`config.mk`:
```
export PLATFORM = sky130hd
export DESIGN_NAME = parity_rx_flat
export DESIGN_NICKNAME = d
export VERILOG_FILES = /design/src/rtl/parity_rx_pkg.sv /design/src/rtl/parity_rx_if.sv /design/src/rtl/parity_rx_par_acc.sv /design/src/rtl/parity_rx.sv /design/src/flat_wrapper.sv
export SDC_FILE = /design/constraint.sdc
export NUM_CORES = 1
export LEC_CHECK = 0
export ABC_AREA = 0
export ABC_CLOCK_PERIOD_IN_PS = 1300
export BUFFER_PORTS_ARGS = -buffer_cell sky130_fd_sc_hd__buf_2
export CORE_UTILIZATION = 25
export DETAILED_ROUTE_END_ITERATION = 8
export SLEW_MARGIN = 15
export SYNTH_ARGS = -nofsm -noshare
export SYNTH_HDL_FRONTEND = slang
export SYNTH_SLANG_ARGS = --single-unit
```
`constraint.sdc`:
```
create_clock -name clk -period 1.3 [get_ports clk]
set_input_delay 0.26 -clock clk [delete_from_list [all_inputs] [get_ports clk]]
set_output_delay 0.26 -clock clk [all_outputs]
set_load 0.02 [all_outputs]
```
`src/rtl/parity_rx_pkg.sv`:
```
// parity_rx_pkg: shared FSM state encoding and default payload width for the parity receiver.
package parity_rx_pkg;
  localparam int DATA_W_DEF = 8;
  typedef enum logic [1:0] {IDLE = 2'd0, DATA = 2'd1, PARITY = 2'd2, STOP = 2'd3} state_t;
endpackage

```
`src/rtl/parity_rx_if.sv`:
```
// parity_rx_if: serial input, output word handshake and status flags of the receiver.
interface parity_rx_if
  import parity_rx_pkg::*;
#(parameter int DATA_W = DATA_W_DEF) ();
  logic              bit_en;
  logic              sdin;
  logic [DATA_W-1:0] dout;
  logic              dout_valid;
  logic              dout_ready;
  logic              parity_err;
  logic              frame_err;
  logic              overrun;
  logic              busy;
  modport master (output bit_en, sdin, dout_ready,
                  input dout, dout_valid, parity_err, frame_err, overrun, busy);
  modport slave (input bit_en, sdin, dout_ready,
                 output dout, dout_valid, parity_err, frame_err, overrun, busy);
endinterface

```
`src/rtl/parity_rx_par_acc.sv`:
```
// par_acc: serial XOR accumulator with synchronous clear and enable.
module par_acc (
  input  logic clk,
  input  logic rst_n,
  input  logic i_clr,
  input  logic i_en,
  input  logic i_d,
  output logic o_acc
);
  logic r_acc;
  always_ff @(posedge clk)
    if (!rst_n || i_clr) r_acc <= 1'b0;
    else if (i_en) r_acc <= r_acc ^ i_d;
  assign o_acc = r_acc;
endmodule

```
`src/rtl/parity_rx.sv`:
```
// parity_rx: start/data/parity/stop frame receiver gated by bit_en,
// delivering each word through a one-deep valid/ready holding register.
module parity_rx
  import parity_rx_pkg::*;
#(
  parameter int DATA_W = DATA_W_DEF,
  parameter bit ODD    = 1'b0
) (
  input logic        clk,
  input logic        rst_n,
  parity_rx_if.slave bus
);
  localparam int CW = $clog2(DATA_W);
  state_t            r_state;
  logic [CW-1:0]     r_cnt;
  logic [DATA_W-1:0] r_shift, r_dout;
  logic              r_err, r_valid, r_perr, r_ferr, r_ovr;
  logic              w_acc, w_clr, w_en;
  assign w_clr = bus.bit_en && r_state == IDLE && !bus.sdin;
  assign w_en  = bus.bit_en && r_state == DATA;
  par_acc u_acc (.clk, .rst_n, .i_clr(w_clr), .i_en(w_en), .i_d(bus.sdin), .o_acc(w_acc));
  always_ff @(posedge clk)
    if (!rst_n) begin
      r_state <= IDLE;
      r_cnt   <= '0;
      r_shift <= '0;
      r_err   <= 1'b0;
      r_dout  <= '0;
      r_valid <= 1'b0;
      r_perr  <= 1'b0;
      r_ferr  <= 1'b0;
      r_ovr   <= 1'b0;
    end else begin
      r_ovr <= 1'b0;
      if (r_valid && bus.dout_ready) r_valid <= 1'b0;
      if (bus.bit_en)
        unique case (r_state)
          IDLE: if (!bus.sdin) begin
            r_state <= DATA;
            r_cnt   <= '0;
          end
          DATA: begin
            r_shift[r_cnt] <= bus.sdin;
            r_cnt          <= r_cnt + 1'b1;
            if (r_cnt == CW'(DATA_W - 1)) r_state <= PARITY;
          end
          PARITY: begin
            r_err   <= w_acc ^ bus.sdin ^ ODD;
            r_state <= STOP;
          end
          STOP: begin
            r_state <= IDLE;
            // a word still held and not being taken this edge wins; the new one is dropped
            if (!r_valid || bus.dout_ready) begin
              r_dout  <= r_shift;
              r_perr  <= r_err;
              r_ferr  <= !bus.sdin;
              r_valid <= 1'b1;
            end else r_ovr <= 1'b1;
          end
        endcase
    end
  assign bus.dout       = r_dout;
  assign bus.dout_valid = r_valid;
  assign bus.parity_err = r_perr;
  assign bus.frame_err  = r_ferr;
  assign bus.overrun    = r_ovr;
  assign bus.busy       = r_state != IDLE;
endmodule
```
`src/flat_wrapper.sv`:
```
// flat-port wrapper written by rule: the top's interface ports become plain ports
module parity_rx_flat import parity_rx_pkg::*;
#(
  parameter int DATA_W = DATA_W_DEF,
  parameter bit ODD    = 1'b0
)
  (clk, rst_n, bus_bit_en, bus_sdin, bus_dout_ready, bus_dout, bus_dout_valid, bus_parity_err, bus_frame_err, bus_overrun, bus_busy);
  parity_rx_if #(.DATA_W(DATA_W)) bus_i ();
  input logic clk;
  input logic rst_n;
  input wire logic [$bits(bus_i.bit_en)-1:0] bus_bit_en;
  input wire logic [$bits(bus_i.sdin)-1:0] bus_sdin;
  input wire logic [$bits(bus_i.dout_ready)-1:0] bus_dout_ready;
  output wire logic [$bits(bus_i.dout)-1:0] bus_dout;
  output wire logic [$bits(bus_i.dout_valid)-1:0] bus_dout_valid;
  output wire logic [$bits(bus_i.parity_err)-1:0] bus_parity_err;
  output wire logic [$bits(bus_i.frame_err)-1:0] bus_frame_err;
  output wire logic [$bits(bus_i.overrun)-1:0] bus_overrun;
  output wire logic [$bits(bus_i.busy)-1:0] bus_busy;
  assign bus_i.bit_en = bus_bit_en;
  assign bus_i.sdin = bus_sdin;
  assign bus_i.dout_ready = bus_dout_ready;
  assign bus_dout = bus_i.dout;
  assign bus_dout_valid = bus_i.dout_valid;
  assign bus_parity_err = bus_i.parity_err;
  assign bus_frame_err = bus_i.frame_err;
  assign bus_overrun = bus_i.overrun;
  assign bus_busy = bus_i.busy;
  parity_rx #(.DATA_W(DATA_W), .ODD(ODD)) u_core (.clk(clk), .rst_n(rst_n), .bus(bus_i));
endmodule
```
* Word-level counts from Yosys, hierarchy flattened *
Index checks and enable logic that the tools add are counted.

storage, ports and cells
  register bits after elaboration = 27
  logic and storage cells = 52

cells by class
  $add $sub $neg = 1
  $lt $le $gt $ge = 2
  equality and inequality tests = 6
  muxes and demuxes = 13
  bitwise logic cells = 1
  reduce and logical (&&, ||, !) cells = 19

operators with widths
  operator                                                                number
  3-bit AND reduction                                                     4
  8-bit bitwise mux                                                       1
  2-bit one-hot mux with 4 select lines                                   1
  1-bit two-way mux                                                       6
  3-bit one-hot mux with 2 select lines                                   1
  1-bit logical AND                                                       5
  2-bit equality test (second input constant)                             2
  3-bit by 4-bit < comparator with 1-bit output (second input constant)   1
  2-bit two-way mux                                                       2
  2-bit inequality test (second input constant)                           2
  2-bit AND reduction                                                     2
  2-bit nonzero test                                                      2
  3-bit by 1-bit adder with 3-bit output (second input constant)          1
  1-bit demux with 3-bit select                                           1
  3-bit equality test (second input constant)                             1
  3-bit by 1-bit >= comparator with 1-bit output (second input constant)  1
  1-bit logical NOT                                                       3
  3-bit two-way mux                                                       1
  2-bit by 1-bit equality test with 1-bit output (second input constant)  1
  2-bit logical NOT                                                       1
  1-bit logical OR                                                        2
  1-bit XOR                                                               1

* Logic depth before layout (Yosys ltp) *
Gate-level depths: netlist of the first run.

  word-level depth = 5
  depth in mapped cells = 5
  depth with buffers taken out = 5

* By module *
A second synthesis of the first run with hierarchy kept.

unflattened totals
  cell total of the unflattened synthesis = 137
  area total of the unflattened synthesis = 1273.7 um^2

by module, submodules not included
  module     times used  cells an instance  area each (um^2)  sequential area each (um^2)
  parity_rx  1           132                1221.2            520.5
  par_acc    1           5                  52.6              20.0

* Worst setup path before layout of the first run *
No wires, ideal clock.

  kind = register -> register
  from = register u_core.r_state[1]
  to = register u_core.r_cnt[0]
  library setup time = 0.117 ns
  data arrival time = 1.175 ns
  required time = 1.183 ns
  setup slack = 0.008 ns
  stages on the path, launching flop included = 6
  path buffers = 0
  clock period less this slack = 1.292 ns
  cell sequence = dfxtp_1 -> inv_1 -> ha_1 -> nor2b_1 -> o21ai_2 -> a32o_1

on the way
  longest elaborated chain between the ends = 3

ends and longest elaborated chain
  what                                                                                 line             RTL
  start: declaration                                                                   parity_rx.sv:14  state_t r_state;
  start signal: assignment                                                             parity_rx.sv:24  r_state <= IDLE;
  start signal: assignment                                                             parity_rx.sv:39  r_state <= DATA;
  start signal: assignment                                                             parity_rx.sv:45  if (r_cnt == CW'(DATA_W - 1)) r_state <= PARITY;
  2-bit by 1-bit equality test with 1-bit output or 2-bit logical NOT (tied branches)  parity_rx.sv:37  unique case (r_state)
  2-bit nonzero test (no source line) or 2-bit inequality test (tied branches)         -
  3-bit AND reduction (no source line)                                                 -
  end signal: assignment                                                               parity_rx.sv:44  r_cnt <= r_cnt + 1'b1;
  end: declaration                                                                     parity_rx.sv:15  logic [CW-1:0] r_cnt;

Parallel ways exist; a longest one is shown, timed or not.
A chain may end at the register's enable or synchronous reset.

* Worst setup path after layout of the first run *
  from = register u_core.r_state[1]
  to = output bus_busy

on the way
  longest elaborated chain between the ends = 1

ends and longest elaborated chain
  what                line                RTL
  2-bit nonzero test  parity_rx.sv:68     assign bus.busy = r_state != IDLE;
  end: declaration    flat_wrapper.sv:19  output wire logic [$bits(bus_i.busy)-1:0] bus_busy;

No other way between the ends.

==> flow_summary.toml, run 1 <==
[floorplan]
ios = 18
rows = 25
die_area_sq_um = 5440
core-area_sq_um = 4850
die_height_um = 73.8
initial_utilization_pct = 26.6
fp.dieW_um = 73.8

[cells_and_area]
n_fill_cell = 501
final_cell_area_sq_um = 1700
syn_to_final_growth_pct = 31.7
fin_cells = 233
multiInputGateArea_sq_um = 782
drive_above_1_share_pct = 36.7
final_util_pct = 35.0
ff_latch_area_sq_um = 544
fin_nets = 179
diodes = 0

[placement]
post-place-ws_ns = -0.0384
gp_congestion = 0.744
postPlaceCellArea_sq_um = 1490
dp.cells = 226
dp_hpwl_um = 1810
placement.io_buffers = 17

[yosys]
ys.warnings.count = 0
yosys.area_share.adder_pct = 6.80
synthCells = 141
ys_types = 30
synth_simple_gate_area_share_pct = 22.8
ys_seq_elements = 27
syn_nets = 153
synth_compound_area_share_pct = 13.3
synth_top_family_by_area = "simple AND/OR/NAND/NOR gates"
synth_xor_area_share_pct = 0.680
syn_avg_cell_area_sq_um = 9.13
synth_area_sq_um = 1290
yosysSeqAreaShare_pct = 42.0
synth_mux_area_share_pct = 8.55

[sta]
slew_violations = 0
finalHoldViolCount = 0
period_share_pct = 104
worst_slew_pin_slew_ns = 0.402
tns_ns = -0.0889
slew_headroom_pct = 73.2
period_minus_slack_ns = 1.35
worst_slack_ns = -0.0514
fin_skew_ns = 0.00135
finalSetupViolations = 4
grt_setup_unrepaired = "yes"
hold_ws_ns = 0.281
fmax_ghz = 0.740

[worst_setup_path]
slowest_stage = "dfxtp_2"
critPathMaxStageDelay_ns = 0.36
arrival_ns = 1.09
cp-end-kind = "output port"
crit_chain = "inv_4, ha_4, buf_6, inv_2, buf_6"
start_kind = "register"
critical_path.max_fanout = 3
crit_path_frequent_cell = "buf_6"
crit_family = "flip-flops"
r2r_setup_slack_ns = -0.02
required_ns = 1.04
critical_path_class = "reg -> out"
worst-path-buf-inv = 4

[cts]
cts_buffers = 3
cts.clk_slew.worst_paths_ns = 0.09
clockBufferDepth = 2
cts_tree = "yes"
htreeDepth = 1
ctsHoldBuffers = 0
cts.sinks = 27
cts_root_buffer = "clkbuf_8"
clock_latency_ns = 0.28

[global_routing]
antenna_found_initial = 0
grt_overflow = 0
grt_max_degree = 17
grt_pass1_wl_um = 4380
first_global_vias = 942
grt_use_total_pct = 10.4

[power]
p_seq_share_pct = 50.1
p_total_mw = 1.71
combPwrFrac_pct = 21.1
leakage_nw = 0.645
p_int_mw = 1.24
p_per_area_nw_per_um2 = 1010
p_sw_share_pct = 27.4
ir_worst_vdd_v = 0.000332
p_switching_mw = 0.467
pwr-share-clk_pct = 28.8

[route]
drc = 0
wire_per_inst_um = 11.9
drtPass1Iterations = 4
vias_per_cell = 4.52
routed_wl_um = 2770
drt-initial-drc-count = 33
num_vias = 1054
ant_nets = 0

[worst_hold_path]
hp-class = "in -> reg"

[outcome]
status = "complete, but fails checks"
failed_checks = "setup timing"

[job]
max-cap-violations = 0
## power by group through the flow
stage,logic (mW),clock network [mW],registers (mW)
finish,0.360,0.492,0.855
global route,0.388,0.552,0.858
detailed placement,0.243,0,0.873
CTS,0.306,0.506,0.854
global placement,0.242,0,0.873
floorplan,0.156,0,0.873
## tightest hold or removal path, stage by stage
cell     delay (ns)
buf_2          0.14
nand2_1        0.07
mux2i_1        0.05
## sequential cells by signal (all words and copies together), names as in the netlist, 2 cells and up
| signal | flops |
|---|---|
| u_core.bus.dout | 8 |
| u_core.r_cnt | 3 |
| u_core.r_shift | 8 |
| u_core.r_state | 2 |
## cells by family after synthesis
group	Yosys count
adder cells (fa/ha/maj)	7
buffers and inverters	16
XOR/XNOR	1
multiplexers	11
flip-flops	27
AND/OR/NAND/NOR	49
AO/OA/AOI/OAI	30
## worst paths after layout
path	start	endpoint	cells past startpoint
min	rst_n	u_core.r_state[1]	3
min reg2reg	u_core.r_shift[1]	u_core.bus.dout[1]	2
max reg2reg	u_core.r_state[1]	u_core.r_cnt[1]	6
max	u_core.r_state[1]	bus_busy	5
## layout make-up
type                            count  area share, %
Tap cell                           67           4.94
Timing Repair Buffer               33           12.9
Multi-Input combinational cell     98           46.1
Clock buffer                        3           2.44
Inverter                            4           1.03
Clock inverter                      1          0.443
Sequential cell                    27           32.1
## synthesized netlist by cell type
master / n / area [sq um]
a21oi_1: 12 / 60.1
xnor2_1: 1 / 8.76
ha_1: 7 / 87.6
buf_4: 1 / 7.51
buf_2: 9 / 45.0
o21ai_0: 12 / 60.1
a32o_1: 1 / 10.0
nand4_1: 1 / 6.26
nor2b_1: 3 / 18.8
dfxtp_1: 27 / 541
o311ai_1: 1 / 8.76
nand2_1: 17 / 63.8
nand4b_1: 2 / 17.5
nor4b_4: 1 / 23.8
nor4_1: 1 / 6.26
nand2b_1: 2 / 12.5
a31oi_1: 1 / 6.26
and2_1: 2 / 12.5
nor4b_2: 2 / 30.0
nand3b_1: 2 / 15.0
clkbuf_1: 2 / 7.51
inv_1: 4 / 15.0
o21ai_2: 1 / 8.76
a311oi_1: 1 / 8.76
nand3_1: 12 / 60.1
or3_1: 1 / 6.26
nand2_4: 1 / 11.3
o41ai_1: 1 / 8.76
mux2i_1: 11 / 110
nor3_1: 2 / 10.0
## cell usage in the layout (no fill, tap or decap), types with 2 or more instances in the layout
| master | n |
|---|---|
| dfxtp_2 | 3 |
| ha_1 | 4 |
| buf_2 | 16 |
| and2_4 | 2 |
| o21ai_0 | 12 |
| clkbuf_8 | 3 |
| nand3b_1 | 2 |
| buf_6 | 3 |
| nor3_1 | 2 |
| nand2_1 | 16 |
| buf_4 | 14 |
| inv_2 | 2 |
| a21oi_1 | 12 |
| nand3_1 | 11 |
| dfxtp_1 | 24 |
| nand4b_1 | 2 |
| nor4b_4 | 3 |
| nor2b_2 | 2 |
| ha_4 | 2 |
| mux2i_1 | 11 |
## what timing repair did
| action | CTS | global route |
|---|---|---|
| cloned | 0 | 0 |
| endpoints found under the setup margin | 11 | 25 |
| pin swaps | 1 | 6 |
| endpoints found under the hold margin | 0 | 0 |
| setup buffers | 3 | 0 |
| resized for setup | 14 | 18 |
## metal layers
metal | wire length [um] | vias up | share of wire [%] | track usage [%]
met1 | 1290 | 485 | 47 | 12.9
met2 | 1370 | 16 | 49 | 17.4
li1 | - | 551 | - | -
met5 | 0 | - | 0 | 0
met4 | 8 | 0 | 0.29 | 2.56
met3 | 102 | 2 | 3.7 | 3.29
Note: power is estimated with default switching activity, not from simulation.
==> run 2: changes to the inputs <==
--- a/config.mk
+++ b/config.mk
@@ -8,7 +8,7 @@
 export ABC_AREA = 0
 export ABC_CLOCK_PERIOD_IN_PS = 1300
 export BUFFER_PORTS_ARGS = -buffer_cell sky130_fd_sc_hd__buf_2
-export CORE_UTILIZATION = 25
+export CORE_UTILIZATION = 40
 export DETAILED_ROUTE_END_ITERATION = 8
 export SLEW_MARGIN = 15
 export SYNTH_ARGS = -nofsm -noshare
==> flow_summary.toml, run 2 (synthesis results as in run 1) <==
[worst_setup_path]
worstRegToRegCells = 5
critical_path_class = "reg -> out"
r2r_start = "u_core.r_state[0]"
worstSetupStartpoint = "u_core.r_state[1]"
crit_end = "bus_busy"
rr_endpoint = "u_core.r_cnt[2]"
critical_path.max_fanout = 5
arrival_ns = 1.08
critPathMaxStageDelay_ns = 0.38
start_kind = "register"
required_ns = 1.04
crit_chain = "inv_4, ha_4, inv_2, buf_6"
r2r_setup_slack_ns = 0
slowest_stage = "dfxtp_2"
cp-end-kind = "output port"

[sta]
period_minus_slack_ns = 1.34
period_share_pct = 103
tns_ns = -0.0443
fin_skew_ns = 0.00296
finalSetupViolations = 1
slew_headroom_pct = 72.6
fmax_ghz = 0.744
grt_setup_unrepaired = "yes"
slew_violations = 0
worst_slack_ns = -0.0443
worst_slew_pin_slew_ns = 0.411
finalHoldViolCount = 0

[cells_and_area]
drive_above_1_share_pct = 34.4
diodes = 0
ff_latch_area_sq_um = 543
multiInputGateArea_sq_um = 797
final_cell_mix = "dfxtp_1 (25), nand2_1 (16), buf_2 (16)"
syn_to_final_growth_pct = 27.1
fin_nets = 176
fin_cells = 207
final_common_cell = "dfxtp_1"
n_fill_cell = 284
final_cell_area_sq_um = 1640

[power]
p_total_mw = 1.56
p_per_area_nw_per_um2 = 953
leakage_nw = 0.626
ir_worst_vdd_v = 0.000484

[outcome]
status = "complete, but fails checks"
failed_checks = "setup timing"

[job]
max-cap-violations = 0

[route]
drtPass1Iterations = 4
vias_per_cell = 5.24
drc = 0
ant_nets = 0
drt-initial-drc-count = 62
num_vias = 1085
wire_per_inst_um = 13.8
routed_wl_um = 2860

[floorplan]
rows = 20
core-area_sq_um = 3050
fp.dieW_um = 58.7
ios = 18
initial_utilization_pct = 42.2
die_area_sq_um = 3450
die_height_um = 58.7

[placement]
placement.io_buffers = 17
dp_hpwl_um = 2000
gp_congestion = 0.790
dp.cells = 200
postPlaceCellArea_sq_um = 1440

[cts]
cts.sinks = 27
cts.clk_slew.worst_paths_ns = 0.14
ctsHoldBuffers = 0
cts_root_buffer = "clkbuf_4"
cts_buffers = 3
clockBufferDepth = 2
htreeDepth = 1
clock_latency_ns = 0.33
cts_tree = "yes"

[global_routing]
antenna_found_initial = 0
grt_use_total_pct = 17.8
grt_pass1_wl_um = 4680
grt_overflow = 0
grt_max_degree = 16
first_global_vias = 1093

[worst_hold_path]
hp-class = "in -> reg"
hold_depth = 3
==> run 2: changes by cell type in the layout (fill, tap and decap cells not counted), sizes merged <==
cell	previous run	this run
buf	33	30
clkinv	0	1
clkinvlp	1	0
==> run 2: through the flow <==
stage,util [%],hold slack [ns],worst slack [ns]
2_1_floorplan,-,0.435,0.00799
3_3_place_gp,47.3,0.451,-0.0275
3_5_place_dp,47.3,0.452,-0.0915
4_1_cts,49.2,0.219,-0.0690
5_1_grt,53.6,0.225,-0.0891
6_report,53.6,0.222,-0.0443
==> run 2: final cells by class <==
type	instances	share of cell area [%]
Clock buffer	3	1.38
Clock inverter	1	0.306
Inverter	4	1.07
Multi-Input combinational cell	98	48.7
Sequential cell	27	33.2
Tap cell	44	3.36
Timing Repair Buffer	30	12.0
==> run 2: layer usage <==
layer / GRT usage, % / vias to the layer above / routed length (um)
met2: 33.0 / 25 / 1500
li1: - / 542 / -
met3: 2.86 / 7 / 79
met1: 19.0 / 511 / 1220
met5: 0 / - / 0
met4: 10.2 / 0 / 65
==> run 2: repair_timing <==
action / CTS / global route
gates resized for setup: 9 / 27
pin swaps: 0 / 6
hold endpoints to repair: 0 / 0
buffers inserted: 1 / 1
cloned: 0 / 1
endpoints found under the setup margin: 14 / 25
==> run 2: worst min path at each step <==
stage / start / end / slack (ns)
floorplan: u_core.r_shift[0] / u_core.r_shift[0] / 0.43
global placement: u_core.r_shift[1] / u_core.r_shift[1] / 0.45
detailed placement: u_core.r_shift[0] / u_core.r_shift[0] / 0.45
CTS: rst_n / u_core.r_state[1] / 0.22
global route: rst_n / u_core.r_state[1] / 0.22
finish: rst_n / u_core.r_state[1] / 0.22
==> run 2: power by group <==
| group | internal, mW | leakage (nW) | switching (mW) |
|---|---|---|---|
| clock | 0.116 | 0.0177 | 0.249 |
| sequential | 0.845 | 0.219 | 0.0133 |
| combinational | 0.156 | 0.389 | 0.181 |
| total | 1.12 | 0.626 | 0.443 |
==> run 2: critical path, delay by kind of cell, from the launching register on <==
| kind | cells | cell delay (ns) |
|---|---|---|
| fa+ha+maj | 1 | 0.17 |
| buf+inv | 3 | 0.20 |
| flops | 1 | 0.38 |
